$ cat src/rtl/accum_stat_reg.sv
// Accumulator status register: sign/zero flags, sticky overflow with
// saturating event counter, BIO synchroniser and branch condition unit.
module accum_stat_reg #(
  parameter int ACC_W       = 32,
  parameter int AR_W        = 16,
  parameter int SYNC_STAGES = 2,
  parameter int OVC_W       = 4
) (
  input  logic             clk,
  input  logic             reset,
  input  logic             acc_upd,
  input  logic [ACC_W-1:0] accum,
  input  logic             ov_in,
  input  logic             ov_clr,
  input  logic [AR_W-1:0]  ar,
  input  logic             bio,
  input  logic             cond_req,
  input  logic [3:0]       cond_sel,
  output logic             cond_valid,
  output logic             cond_true,
  output logic             gez,
  output logic             gz,
  output logic             nz,
  output logic             z,
  output logic             lz,
  output logic             lez,
  output logic             ov,
  output logic [OVC_W-1:0] ov_cnt,
  output logic             arnz,
  output logic             bioz
);

  localparam logic [OVC_W-1:0] CNT_ONE = {{(OVC_W-1){1'b0}}, 1'b1};

  logic                   z_q, z_d;
  logic                   lz_q, lz_d;
  logic                   ov_q, ov_d;
  logic [OVC_W-1:0]       ov_cnt_q, ov_cnt_d;
  logic [SYNC_STAGES-1:0] sync_q, sync_d;
  logic                   cond_valid_q, cond_valid_d;
  logic                   cond_true_q, cond_true_d;

  logic             ov_set;
  logic             bv_clr;
  logic [OVC_W-1:0] cnt_base;
  logic             hit;

  // Only sign and zero are stored; the rest follow, so invariants hold.
  assign z    = z_q;
  assign lz   = lz_q;
  assign nz   = ~z_q;
  assign gz   = ~lz_q & ~z_q;
  assign gez  = ~lz_q;
  assign lez  = lz_q | z_q;
  assign ov   = ov_q;
  assign ov_cnt = ov_cnt_q;
  assign arnz = (ar != '0);
  assign bioz = ~sync_q[SYNC_STAGES-1];
  assign cond_valid = cond_valid_q;
  assign cond_true  = cond_true_q;

  always_comb begin
    hit = 1'b0;
    unique case (cond_sel)
      4'd0:    hit = 1'b1;
      4'd1:    hit = z;
      4'd2:    hit = nz;
      4'd3:    hit = gz;
      4'd4:    hit = gez;
      4'd5:    hit = lz;
      4'd6:    hit = lez;
      4'd7:    hit = ov_q;
      4'd8:    hit = arnz;
      4'd9:    hit = bioz;
      default: hit = 1'b0;
    endcase
  end

  always_comb begin
    z_d  = z_q;
    lz_d = lz_q;
    if (acc_upd) begin
      z_d  = (accum == '0);
      lz_d = accum[ACC_W-1];
    end
    ov_set = acc_upd & ov_in;
    bv_clr = cond_req & (cond_sel == 4'd7);
    ov_d   = ov_q;
    if (ov_set)
      ov_d = 1'b1;
    else if (ov_clr | bv_clr)
      ov_d = 1'b0;
    cnt_base = ov_clr ? '0 : ov_cnt_q;
    ov_cnt_d = cnt_base;
    if (ov_set && !(&cnt_base))
      ov_cnt_d = cnt_base + CNT_ONE;
    sync_d       = {sync_q[SYNC_STAGES-2:0], bio};
    cond_valid_d = cond_req;
    cond_true_d  = cond_req & hit;
  end

  always_ff @(posedge clk) begin
    if (reset) begin
      z_q          <= 1'b1;
      lz_q         <= 1'b0;
      ov_q         <= 1'b0;
      ov_cnt_q     <= '0;
      sync_q       <= '1;
      cond_valid_q <= 1'b0;
      cond_true_q  <= 1'b0;
    end else begin
      z_q          <= z_d;
      lz_q         <= lz_d;
      ov_q         <= ov_d;
      ov_cnt_q     <= ov_cnt_d;
      sync_q       <= sync_d;
      cond_valid_q <= cond_valid_d;
      cond_true_q  <= cond_true_d;
    end
  end

endmodule

$ cat config.mk
export PLATFORM = sky130hd
export DESIGN_NAME = accum_stat_reg
export DESIGN_NICKNAME = d
export VERILOG_FILES = /design/src/rtl/accum_stat_reg.sv
export SDC_FILE = /design/constraint.sdc
export NUM_CORES = 1
export LEC_CHECK = 0
export CELL_PAD_IN_SITES_DETAIL_PLACEMENT = 1
export CELL_PAD_IN_SITES_GLOBAL_PLACEMENT = 1
export CORE_ASPECT_RATIO = 0.8
export CORE_MARGIN = 4
export CORE_UTILIZATION = 16
export CTS_BUF_LIST = sky130_fd_sc_hd__clkbuf_16
export DETAILED_ROUTE_END_ITERATION = 7
export GPL_ROUTABILITY_DRIVEN = 1
export PLACE_DENSITY_LB_ADDON = 0.1
export SKIP_LAST_GASP = 1
export SLEW_MARGIN = 20
export SYNTH_ARGS = -nofsm -noshare
export SYNTH_HDL_FRONTEND = slang
export SYNTH_SLANG_ARGS = --single-unit
export TNS_END_PERCENT = 30
$ cat constraint.sdc
create_clock -name clk -period 1.6 [get_ports clk]
set_clock_uncertainty 0.05 [all_clocks]
set_input_delay 0.32 -clock clk [delete_from_list [all_inputs] [get_ports clk]]
set_output_delay 0.32 -clock clk [all_outputs]
set_load 0.02 [all_outputs]
* Word level (Yosys, flattened, before mapping)
Cells that the tools add are included.
Cells by class: add/subtract/negate cells 1, equality and inequality tests 9, mux-type cells 5, bitwise operators 9, reduce and logical (&&, ||, !) cells 7
Operators by type and width (count):
- $logic_not 32->1 | 1
- $eq 4x3->1 const B | 4
- $reduce_bool 16->1 | 1
- $pmux 1 s10 | 1
- $eq 4x2->1 const B | 2
- $eq 4x4->1 const B | 2
- $mux 4 | 2
- $add 4x1->4 const B | 1
- $and 1x1->1 | 4
- $eq 4x1->1 const B | 1
- $logic_not 4->1 | 1
- $reduce_and 4->1 | 1
- $not 1->1 | 3
- $mux 1 | 2
- $or 1x1->1 | 2
- $reduce_bool 2->1 | 1
- $logic_and 1x1->1 | 1
- $logic_not 1->1 | 1
Word-level totals: flip-flop bits (word level) 11, output and inout bits 15, logic and storage cells 38

* Longest topological paths before layout
Gate-level depths: netlist (run 1).
word-level depth 5, depth in mapped cells 5, mapped depth without buffers 5

* Worst setup path before layout (run 1)
Ideal clock, no wire load.
kind input to register, start point input port accum[4], end point register z_q, in the netlist z, arrival time 1.306 ns, path slack 0.175 ns, cell stages on the path 3, buffers on the path 0, path through or4_1 or4_1 o21ai_1
On the way: word-level cells in the longest chain between the ends 1
RTL lines:
- start, declared | RTL line 12 | input logic [ACC_W-1:0] accum,
- $logic_not 32->1 | RTL line 83 | z_d = (accum == '0);
- end signal, assigned | RTL line 112 | z_q <= z_d;
- end, declared | RTL line 35 | logic z_q, z_d;
Every way passes these cells. A chain may end at the register's enable or synchronous reset.

* Worst setup path after layout (run 1)
start point input port ar[4], end point output port arnz
On the way: word-level cells in the longest chain between the ends 1
RTL lines:
- start, declared | RTL line 15 | input logic [AR_W-1:0] ar,
- $reduce_bool 16->1 | RTL line 57 | assign arnz = (ar != '0);
- end, declared | RTL line 29 | output logic arnz,
Every way passes these cells.

==> flow_summary.ini, run 1 <==
[outcome]
status = finished with violations
violations = setup timing

[clock_network]
cts_buffer_depth = 2
cts_buffers = 3
htreeDepth = 1
cts_root_buffer = clkbuf_16
cts_hold_buf = 0
clkTransAtPathRegs_ns = 0.04
tritoncts = done
clock-sinks = 11
clock_latency_ns = 0.24

[sta]
setup_slack_ns = -0.0682
hold_viol_final = 0
post-route-period-util_pct = 104
setup-tns-final_ns = -0.0825
finalCriticalPeriod_ns = 1.67
slew_viol_final = 0
timing.fmax_mhz = 599
slew_headroom_pct = 78.9
tightestPinTransition_ns = 0.314
finalSetupViolCount = 2
rsz0062_at_grt = true

[drt]
antenna_left = 0
drc = 0
vias_per_cell = 4.35
dr.pass1.iters = 4
drt_iter0_drc = 15
vias = 979
routed_wl_um = 3010
wl_per_cell_um = 13.4

[synthesis]
yosys_register_bits = 11
async_reset_ff_share_pct = 0
synth_edf_count = 0
synth_area_um2 = 641
syn_avg_cell_area_um2 = 7.91
syn_inst = 81
yosys_warnings = 0
yosysTopAreaCellShare_pct = 34.4
yosys.area.top_type = dfxtp_1
seq_area_frac_synth_pct = 34.4
synth_ff_type = dfxtp_1
synthTopCellsByArea = dfxtp_1 34%, nor4_1 8.8%, nor2b_1 5.9%, o21ai_0 3.9%, inv_1 3.5%
synth.distinct_cells = 30
syn-num-nets = 141

[grt]
grt_pass1_wl_um = 4750
grtUsageTotal_pct = 11.5
grt_pass1_vias = 1076
grt_max_degree = 9
antenna_found_initial = 0
grt_overflow = 0

[setup_path]
worst-setup-path-type = primary input to primary output
critical-path-max-stage-delay_ns = 0.45
start_kind = primary input
endpoint_kind = primary output
critPathSlowestCell = clkdlybuf4s50_1
required_ns = 1.23
arrival_ns = 1.30
crit_chain = clkdlybuf4s50_1 -> nor4_2 -> nand4_1 -> buf_4
rrSetupSlack_ns = 0.25
cp_max_fo = 2

[finish]
fin_nets = 231
drive_above_1_share_pct = 17.1
multi_input_area_um2 = 443
syn2layout_area_growth_pct = 171
fill_cells = 442
insertedDiodeCount = 0
register_area_um2 = 220

[pwr]
leakage_nw = 0.897
power_density_mw_per_mm2 = 588
peakVddDrop_uv = 362

[placement]
pre_cts_ws_ns = -0.583
hpwl_um = 2470
port_buffers = 73
gp_congestion = 0.730

[floorplanning]
die-area_mm2 = 0.00509
io_pins = 74
initial_core_util_pct = 16.7
dieHeight_um = 64.6
dieWidth_um = 78.7
core-area_mm2 = 0.00383
rows = 20

[run]
max_cap_viol_count = 0

[hold_path]
hold_class = flip-flop to flip-flop
## final cells by class
type	instances	share of cell area, %
inverters	6	1.30
well taps	55	3.97
flip-flops and latches	11	12.7
clock inverters	1	0.216
repair buffers	87	51.9
multi-input cells	62	25.5
clock buffers	3	4.33
## worst paths after layout
check / startpoint / end / cells past startpoint
min reg2reg: sync_q[0] / sync_q[1] / 1
max reg2reg: ov_cnt[0] / ov_cnt[1] / 5
min: sync_q[0] / sync_q[1] / 1
max: ar[4] / arnz / 4
## synth_stat cells, types with 2 or more instances
master / instances
dfxtp_1: 11
nor4_1: 9
inv_1: 6
nor2b_1: 6
nand2_1: 5
o21ai_0: 5
nor2_1: 4
a21oi_1: 3
nand3_1: 3
nand4_1: 3
clkbuf_1: 2
mux2i_1: 2
nor3_1: 2
nor4b_1: 2
or2_2: 2
or4_1: 2
## metal layers
metal  part of all wire, %  global-route usage, %  routed length [um]
met1                    39                   12.8                1170
met5                     0                      0                   0
met4                   2.5                   2.84                  74
met3                   8.3                   4.72                 250
met2                    50                   20.2                1510
## sequential cells by signal, summed over array words and instances (netlist names)
name and cells:
cond_true 1, cond_valid 1, sync_q 2, z 1, ov_cnt 4, lz 1, ov 1
## power breakdown
group / leakage (nW) / internal, W / switching [W]
clock network: 0.0423 / 0.000328 / 0.000122
logic: 0.764 / 0.000178 / 0.0000992
registers: 0.0904 / 0.000286 / 0.00000583
total: 0.897 / 0.000793 / 0.000227
## per-stage QoR
stage                     power (W)  cell area [um2]  util, %  hold WS (ns)  std cells
after floorplan            0.000363              641        -         0.339         81
after global placement     0.000572             1530     40.0         0.355        220
after detailed placement   0.000578             1530     40.0         0.354        220
after CTS                   0.00104             1630     42.5         0.368        225
after global routing        0.00107             1730     45.3         0.405        225
final                       0.00102             1730     45.3         0.365        225
## worst max-delay path, delay by kind of cell
kind                   cells  cell delay, ns
and+or+nand+nor            2            0.34
buffers and inverters      2            0.65
## placed cells by master (no fill, tap or decap)
master,instances
clkdlybuf4s50_1,39
dlymetal6s2s_1,29
buf_4,15
dfxtp_1,11
nor4_2,7
inv_1,7
nor2b_1,6
nand2_1,5
o21ai_0,5
nor2_1,4
dlygate4sd2_1,4
nand4_1,3
nand3_1,3
a21oi_1,3
clkbuf_16,3
nor3_1,2
nor4_1,2
or4_1,2
mux2i_1,2
or2_2,2
nor4b_1,2
nor4b_4,1
o21ai_1,1
nand3b_1,1
a31o_2,1
or3_1,1
o31ai_1,1
a32oi_1,1
and3_1,1
o211ai_1,1
a31oi_1,1
nand2b_1,1
a211oi_1,1
xor2_1,1
ha_1,1
## what timing repair did
item | 4_1_cts | 5_1_grt
pin swaps | 3 | 15
resized for setup | 12 | 34
setup endpoints to repair | 7 | 15
buffers inserted | 1 | 0
## cell families after synthesis
kind of cell / after synthesis / share of synthesized area [%]
simple gates: 43 / 40.2
compound gates: 15 / 14.3
flops: 11 / 34.4
buf+inv: 8 / 4.69
mux: 2 / 3.13
xor+xnor: 1 / 1.37
fa+ha+maj: 1 / 1.95
(Power assumes the default switching activity.)
==> run 2, diff against run 1 <==
--- a/config.mk
+++ b/config.mk
@@ -10,7 +10,6 @@
 export CORE_ASPECT_RATIO = 0.8
 export CORE_MARGIN = 4
 export CORE_UTILIZATION = 16
-export CTS_BUF_LIST = sky130_fd_sc_hd__clkbuf_16
 export DETAILED_ROUTE_END_ITERATION = 7
 export GPL_ROUTABILITY_DRIVEN = 1
 export PLACE_DENSITY_LB_ADDON = 0.1
==> flow_summary.ini, run 2 (synthesized netlist as in run 1, its figures left out) <==
[setup_path]
arrival_ns = 1.26
start_kind = primary input
endpoint_kind = primary output
cp_max_fo = 2
worst-setup-path-type = primary input to primary output
required_ns = 1.23

[floorplanning]
die-area_mm2 = 0.00509
dieWidth_um = 78.7
core-area_mm2 = 0.00383
rows = 20
dieHeight_um = 64.6
io_pins = 74
initial_core_util_pct = 16.7

[grt]
antenna_found_initial = 0
met2_usage_pct = 20.7
grtUsageMet1_pct = 12.4
use_met3_pct = 5.00
grt_pass1_vias = 1060
grt_max_degree = 9
grtUsageTotal_pct = 11.6
grt_pass1_wl_um = 4730
grt_overflow = 0
grt-busiest-layer = met2

[outcome]
status = finished with violations
violations = setup timing

[pwr]
peakVddDrop_uv = 208
leakage_nw = 0.876
power_density_mw_per_mm2 = 499

[hold_path]
hold_class = flip-flop to flip-flop

[finish]
syn2layout_area_growth_pct = 166
fin_cells = 225
largest_reg_flops = 4
final_common_cell = clkdlybuf4s50_1
register_area_um2 = 220
multi_input_area_um2 = 443
layout_common_cells = 40 x clkdlybuf4s50_1, 29 x dlymetal6s2s_1, 15 x buf_4
fill_cells = 446
fin_nets = 231
insertedDiodeCount = 0
drive_above_1_share_pct = 17.1

[clock_network]
clock-sinks = 11
htreeDepth = 1
clock_latency_ns = 0.24
cts_buffers = 3
cts_root_buffer = clkbuf_8
clkTransAtPathRegs_ns = 0.05
tritoncts = done
cts_buffer_depth = 2

[drt]
routed_wl_um = 2980
vias_per_cell = 4.31
wl_per_cell_um = 13.2
drc = 0
antenna_left = 0
dr.pass1.iters = 4
drt_iter0_drc = 19
vias = 969

[sta]
slew_viol_final = 0
tightestPinTransition_ns = 0.327
setup_slack_ns = -0.0303
hold_viol_final = 0
timing.fmax_mhz = 613
post-route-period-util_pct = 102
rsz0062_at_grt = true
finalSetupViolCount = 2
slew_headroom_pct = 78.0
finalCriticalPeriod_ns = 1.63

[placement]
port_buffers = 73
hpwl_um = 2470
pre_cts_ws_ns = -0.583
dp_cells = 220
gp_congestion = 0.730

[run]
max_cap_viol_count = 0
-- run 2: repair_timing --
action,CTS,global route
pin swaps,2,15
setup buffers,1,0
resized for setup,10,35
endpoints found under the setup margin,8,16
hold buffers,0,0
-- run 2: critical path, stage by stage --
cell and delay [ns]:
clkdlybuf4s50_1 0.43, nor4_2 0.15, nand4_1 0.17, buf_4 0.20
-- run 2: layer usage --
metal / up-vias / part of all wire [%]
li1: 482 / -
met1: 437 / 39
met2: 46 / 51
met3: 4 / 8.6
met4: 0 / 1.7
met5: - / 0
-- run 2: worst paths after layout --
check / startpoint / to / slack (ns) / depth (start not counted)
worst max-delay path: ar[4] / arnz / -0.03 / 4
worst min register to register: sync_q[0] / sync_q[1] / 0.37 / 1
worst max register to register: ov_cnt[0] / ov_cnt[1] / 0.25 / 5
worst min-delay path: sync_q[0] / sync_q[1] / 0.37 / 1
-- run 2: layout make-up --
type | count | share of cell area (%)
multi-input combinational | 62 | 26.0
inverter | 6 | 1.32
tap | 55 | 4.04
clock buffer | 4 | 2.65
timing repair buffer | 87 | 53.0
sequential | 11 | 12.9
-- run 2: through the flow --
step	cell area, um2	TNS (ns)	power (W)	util (%)	hold slack (ns)
after floorplan	641	0	0.000363	-	0.339
after global placement	1530	-1.50	0.000572	40.0	0.355
after detailed placement	1530	-1.81	0.000578	40.0	0.354
after CTS	1590	-0.401	0.000868	41.5	0.370
after global routing	1700	-0.555	0.000901	44.4	0.408
final	1700	-0.0490	0.000849	44.4	0.367
-- run 2: power breakdown --
group / switching [W] / internal (W) / total (W)
registers: 0.00000580 / 0.000285 / 0.000291
logic: 0.0000983 / 0.000179 / 0.000278
clock network: 0.000106 / 0.000175 / 0.000281
total: 0.000210 / 0.000640 / 0.000849
